File: src/rtl/three_eight_decoder_pulse.sv
// Registered 3-to-8 one-hot decoder with a valid/ready input handshake.
// Each enabled code drives its one-hot line for HOLD_CYCLES cycles, then
// the output goes to zero for GAP_CYCLES cycles before the next code can be
// accepted. Codes accepted with En=0 are dropped without leaving IDLE.
// Event_cnt counts enabled decodes and wraps from 255 to 0.
module three_eight_decoder_pulse #(
  parameter int HOLD_CYCLES = 4,  // 1..255
  parameter int GAP_CYCLES  = 1   // 0..255
) (
  input  logic       clk,
  input  logic       rst,
  input  logic [2:0] In,
  input  logic       En,
  input  logic       In_valid,
  output logic       In_ready,
  output logic [7:0] Out,
  output logic       Out_valid,
  output logic [7:0] Event_cnt
);

  typedef enum logic [1:0] {
    IDLE = 2'd0,
    HOLD = 2'd1,
    GAP  = 2'd2
  } state_t;

  // Counter reload values; the counter counts down to zero, so a phase of
  // N cycles is loaded with N-1. GAP_LOAD is unused when GAP_CYCLES is 0.
  localparam logic [7:0] HOLD_LOAD = 8'(HOLD_CYCLES - 1);
  localparam logic [7:0] GAP_LOAD  = 8'(GAP_CYCLES - 1);

  state_t     state_q, state_d;
  logic [7:0] cnt_q, cnt_d;
  logic [7:0] out_q, out_d;
  logic       out_valid_q, out_valid_d;
  logic [7:0] event_cnt_q, event_cnt_d;

  // Only IDLE can take a new code; decoded straight from the state.
  assign In_ready  = (state_q == IDLE);
  assign Out       = out_q;
  assign Out_valid = out_valid_q;
  assign Event_cnt = event_cnt_q;

  // State, counter and output registers; reset clears everything at once,
  // including any decode in flight.
  always_ff @(posedge clk or posedge rst) begin
    if (rst) begin
      state_q     <= IDLE;
      cnt_q       <= 8'd0;
      out_q       <= 8'd0;
      out_valid_q <= 1'b0;
      event_cnt_q <= 8'd0;
    end else begin
      state_q     <= state_d;
      cnt_q       <= cnt_d;
      out_q       <= out_d;
      out_valid_q <= out_valid_d;
      event_cnt_q <= event_cnt_d;
    end
  end

  // Next-state and next-output logic; everything holds unless changed.
  always_comb begin
    state_d     = state_q;
    cnt_d       = cnt_q;
    out_d       = out_q;
    out_valid_d = out_valid_q;
    event_cnt_d = event_cnt_q;
    unique case (state_q)
      IDLE: begin
        // A disabled code is consumed here but changes nothing, so
        // back-to-back disabled codes are taken every cycle.
        if (In_valid && En) begin
          out_d       = 8'd1 << In;
          out_valid_d = 1'b1;
          cnt_d       = HOLD_LOAD;
          event_cnt_d = event_cnt_q + 8'd1;
          state_d     = HOLD;
        end
      end
      HOLD: begin
        if (cnt_q == 8'd0) begin
          // Output drops to zero directly from one-hot; never two bits set.
          out_d       = 8'd0;
          out_valid_d = 1'b0;
          if (GAP_CYCLES > 0) begin
            cnt_d   = GAP_LOAD;
            state_d = GAP;
          end else begin
            state_d = IDLE;
          end
        end else begin
          cnt_d = cnt_q - 8'd1;
        end
      end
      GAP: begin
        if (cnt_q == 8'd0) begin
          state_d = IDLE;
        end else begin
          cnt_d = cnt_q - 8'd1;
        end
      end
      default: begin
        state_d     = IDLE;
        out_d       = 8'd0;
        out_valid_d = 1'b0;
      end
    endcase
  end

endmodule

File: config.mk
export PLATFORM = sky130hd
export DESIGN_NAME = three_eight_decoder_pulse
export DESIGN_NICKNAME = d
export VERILOG_FILES = /design/src/rtl/three_eight_decoder_pulse.sv
export SDC_FILE = /design/constraint.sdc
export NUM_CORES = 1
export LEC_CHECK = 0
export ABC_CLOCK_PERIOD_IN_PS = 5020
export CAP_MARGIN = 20
export CORE_MARGIN = 2
export CORE_UTILIZATION = 35
export DETAILED_ROUTE_END_ITERATION = 8
export GPL_TIMING_DRIVEN = 0
export PLACE_DENSITY = 0.69
export SLEW_MARGIN = 20
export SYNTH_ARGS = -nofsm -noshare
export SYNTH_HDL_FRONTEND = slang
export SYNTH_SLANG_ARGS = --single-unit
export TNS_END_PERCENT = 20
File: constraint.sdc
create_clock -name clk -period 5.02 [get_ports clk]
set_clock_uncertainty 0.1 [all_clocks]
set_input_delay 1.004 -clock clk [delete_from_list [all_inputs] [get_ports clk]]
set_output_delay 1.004 -clock clk [all_outputs]
set_load 0.03 [all_outputs]
==> results.json <==
{
  "finalPower_mw": 0.9929,
  "holdPathEnd": "Out_valid",
  "synth-edff-count": 0,
  "placementRows": 22,
  "die_w_um": 66.14,
  "yosysUniqueCellTypes": 38,
  "tritoncts.num_buffers": 3,
  "worst_hold_path_startpoint": "Out_valid",
  "path_delay_family": "buffers and inverters",
  "hold_violations": 0,
  "cap_violations": 0,
  "final_critical_path_setup_slack_ns": 2.221,
  "period_minus_slack_ns": 2.799,
  "number_of_vias_in_the_routed_layout": 1093,
  "postCtsSetupRepairBufs": 0,
  "gr-total-overflow": 0,
  "synth_fp_nets": 139,
  "number_of_register_bits_inferred_by_synthesis": 27,
  "post_route_cell_area_um2": 1715,
  "n_antenna_cell": 0,
  "number_of_pins_with_negative_max_slew_slack_in_the_final_report": 0,
  "post_drt_via_cell_ratio": 5.384,
  "max_slew_headroom_at_the_worst_pin": 0.4876,
  "first_pass_grt_wire_length_mm": 4.954,
  "finalCritPeriodShare": 0.5576,
  "gp_congestion": 0.7838,
  "detail_route.wirelength_mm": 2.842,
  "unrepaired_setup_endpoints_after_global_routing": "false",
  "placement.io_buffers": 24,
  "asyncSetResetFlopFracSynth": 1.000,
  "cts_resized": 0,
  "holdCritPathClass": "reg2reg",
  "regToRegSetupSlack_ns": 2.71,
  "cp-end-kind": "primary output",
  "drtAntennaViolNets": 0,
  "placement.cell_area_um2": 1652,
  "post-synth-top-count-cell": "sky130_fd_sc_hd__dfrtp_1",
  "tritoncts_clock_tree": "yes",
  "die_y_extent_um": 66.14,
  "fin_nets": 169,
  "worstMarginPinSlew_ns": 0.7618,
  "post_route_cells_drive_above_1_share": 0.07097,
  "worstSetupStartpointType": "flop",
  "ys_top_cells_by_area": "sky130_fd_sc_hd__dfrtp_1 50%, sky130_fd_sc_hd__ha_1 5.6%, sky130_fd_sc_hd__a32o_1 3.7%, sky130_fd_sc_hd__a31oi_1 3.2%, sky130_fd_sc_hd__nand2_1 2.8%",
  "cpMaxStageDelayCell": "sky130_fd_sc_hd__clkdlybuf4s50_1",
  "timing.critical_path.required_ns": 3.92,
  "synth-seq-area-share": 0.5000,
  "synth_warnings": 0,
  "synth.avg_cell_area_um2": 10.72,
  "reg2reg_to": "cnt_q[2]",
  "outcome": "completed",
  "design.die.area_um2": 4374,
  "area.growth.synth_to_final_pct": 26.94,
  "total_leakage_power_nw": 0.7512,
  "clock_sinks": 27,
  "synth_top_cell_area_share": 0.5000,
  "hold_buffers": 0,
  "cell_area_power_density_nw_per_um2": 578.8,
  "worst_path_buffer_plus_inverter_count": 2,
  "min_delay_path_depth": 1,
  "synth.cell_area_um2": 1351,
  "initialDrtViolationCount": 92,
  "cp_data_arrival_time_ns": 1.70,
  "drt_pass1_iterations": 4,
  "most_used_flip_flop_cell_after_synthesis": "sky130_fd_sc_hd__dfrtp_1",
  "cp_max_fo": 5,
  "peak_clock_frequency_supported_by_timing_ghz": 0.3573,
  "wl_per_cell_um": 14.00,
  "setup_total_negative_slack_ns": 0,
  "cts_htree_levels": 1,
  "cts-root-buf": "sky130_fd_sc_hd__clkbuf_8",
  "post-place-ws_ns": 1.989,
  "synthesis.instances": 126,
  "ff2ff_path_depth": 7,
  "detailed_place_hpwl_mm": 2.103,
  "path_cells": "inv_1 > ha_1 > clkdlybuf4s50_1",
  "setup_viol": 0,
  "critical-path-max-stage-delay_ns": 0.69,
  "synth_largest_area_cell": "sky130_fd_sc_hd__dfrtp_1",
  "cts.clk_slew.worst_paths_ns": 0.09,
  "power.ir.vdd_worst_mv": 0.2709,
  "antenna_found_initial": 0,
  "core_um2": 3689,
  "buffers_from_clock_root_to_sink_at_most": 2,
  "timing.rr.start": "state_q[0]",
  "gr-usage-all-layers": 0.1454,
  "worst_skew_pair.late_latency_ns": 0.27,
  "worst_path_class_setup": "reg2out",
  "ys_top_cells_by_count": "27 x sky130_fd_sc_hd__dfrtp_1, 10 x sky130_fd_sc_hd__nand2_1, 7 x sky130_fd_sc_hd__a31oi_1, 7 x sky130_fd_sc_hd__nand3_1, 7 x sky130_fd_sc_hd__nor2_1",
  "post-route-drc-count": 0,
  "io_pins": 25,
  "maximum_number_of_pins_on_one_net_before_global_route_repair": 28,
  "grt_pass1_vias": 1045,
  "floorplan.initialDensity": 0.3664
}
report_power, final:
group / internal (mW) / switching, mW
sequential: 0.275 / 0.0617
combinational: 0.211 / 0.320
clock: 0.0563 / 0.0677
total: 0.543 / 0.450
cell usage in the layout (no fill, tap or decap), types with 2 or more instances in the layout:
| cell type | n |
|---|---|
| sky130_fd_sc_hd__and3_1 | 2 |
| sky130_fd_sc_hd__nor2b_1 | 2 |
| sky130_fd_sc_hd__dfrtp_1 | 27 |
| sky130_fd_sc_hd__ha_1 | 6 |
| sky130_fd_sc_hd__nand3_1 | 7 |
| sky130_fd_sc_hd__clkbuf_8 | 3 |
| sky130_fd_sc_hd__a31oi_1 | 7 |
| sky130_fd_sc_hd__xor2_1 | 3 |
| sky130_fd_sc_hd__nor3_1 | 4 |
| sky130_fd_sc_hd__inv_1 | 5 |
| sky130_fd_sc_hd__a32o_1 | 5 |
| sky130_fd_sc_hd__a21oi_1 | 4 |
| sky130_fd_sc_hd__o21ai_0 | 2 |
| sky130_fd_sc_hd__nand2_1 | 10 |
| sky130_fd_sc_hd__clkbuf_1 | 3 |
| sky130_fd_sc_hd__xnor2_1 | 4 |
| sky130_fd_sc_hd__nor2_1 | 7 |
| sky130_fd_sc_hd__nand3b_1 | 3 |
| sky130_fd_sc_hd__a22o_1 | 4 |
| sky130_fd_sc_hd__clkdlybuf4s50_1 | 24 |
registers in the layout, indices dropped and copies added, names as in the netlist:
register   count
Out_valid      1
cnt_q          8
Out            8
Event_cnt      8
state_q        2
worst max path at each step:
| stage | to | start | cells after the start |
|---|---|---|---|
| floorplan | cnt_q[3] | In_valid | 4 |
| global placement | cnt_q[3] | In_valid | 5 |
| detailed placement | cnt_q[2] | In_valid | 6 |
| CTS | In_ready | state_q[0] | 3 |
| global route | cnt_q[4] | In_valid | 6 |
| finish | In_ready | state_q[0] | 3 |
worst register-to-register path, stage by stage, from the launching register on:
cell and delay (ns):
sky130_fd_sc_hd__dfrtp_1 0.41, sky130_fd_sc_hd__inv_1 0.10, sky130_fd_sc_hd__ha_1 0.22, sky130_fd_sc_hd__a21boi_0 0.64, sky130_fd_sc_hd__nor3b_1 0.14, sky130_fd_sc_hd__clkbuf_1 0.27
sky130_fd_sc_hd__a31oi_1 0.24, sky130_fd_sc_hd__a31oi_1 0.06
stage by stage:
step | utilization | instances | hold WS (ns)
floorplan | - | 126 | 0.4060
global placement | 0.4478 | 198 | 0.3622
detailed placement | 0.4478 | 198 | 0.3651
CTS | 0.4610 | 202 | 0.3875
global route | 0.4651 | 203 | 0.3990
finish | 0.4651 | 203 | 0.3826
metal layers:
layer / vias to the layer above / GRT usage / wire length [µm]
met1: 529 / 0.1963 / 1321
met4: 0 / 0.01531 / 8
met3: 2 / 0.03578 / 179
li1: 527 / - / -
met5: - / 0 / 0
met2: 35 / 0.2438 / 1333
logic make-up (layout without fill, tap and decap cells):
kind of cell    Yosys count  count (layout)  synth area share
xor+xnor                  7               7           0.04537
buf+inv                  10              39           0.02870
fa+ha+maj                 6               6           0.05555
compound gates           31              31            0.1750
flops                    27              27            0.5000
simple gates             45              45            0.1954
cell type report:
class                           instances  area (µm²)
Multi-Input combinational cell         89       636.9
Tap cell                               48       60.06
Clock inverter                          1       7.507
Fill cell                             362        1973
Clock buffer                            3       41.29
Sequential cell                        27       675.6
Inverter                                6       22.52
Buffer                                  4       16.27
Timing Repair Buffer                   25       255.2
Power figures use the tool's default switching activity.
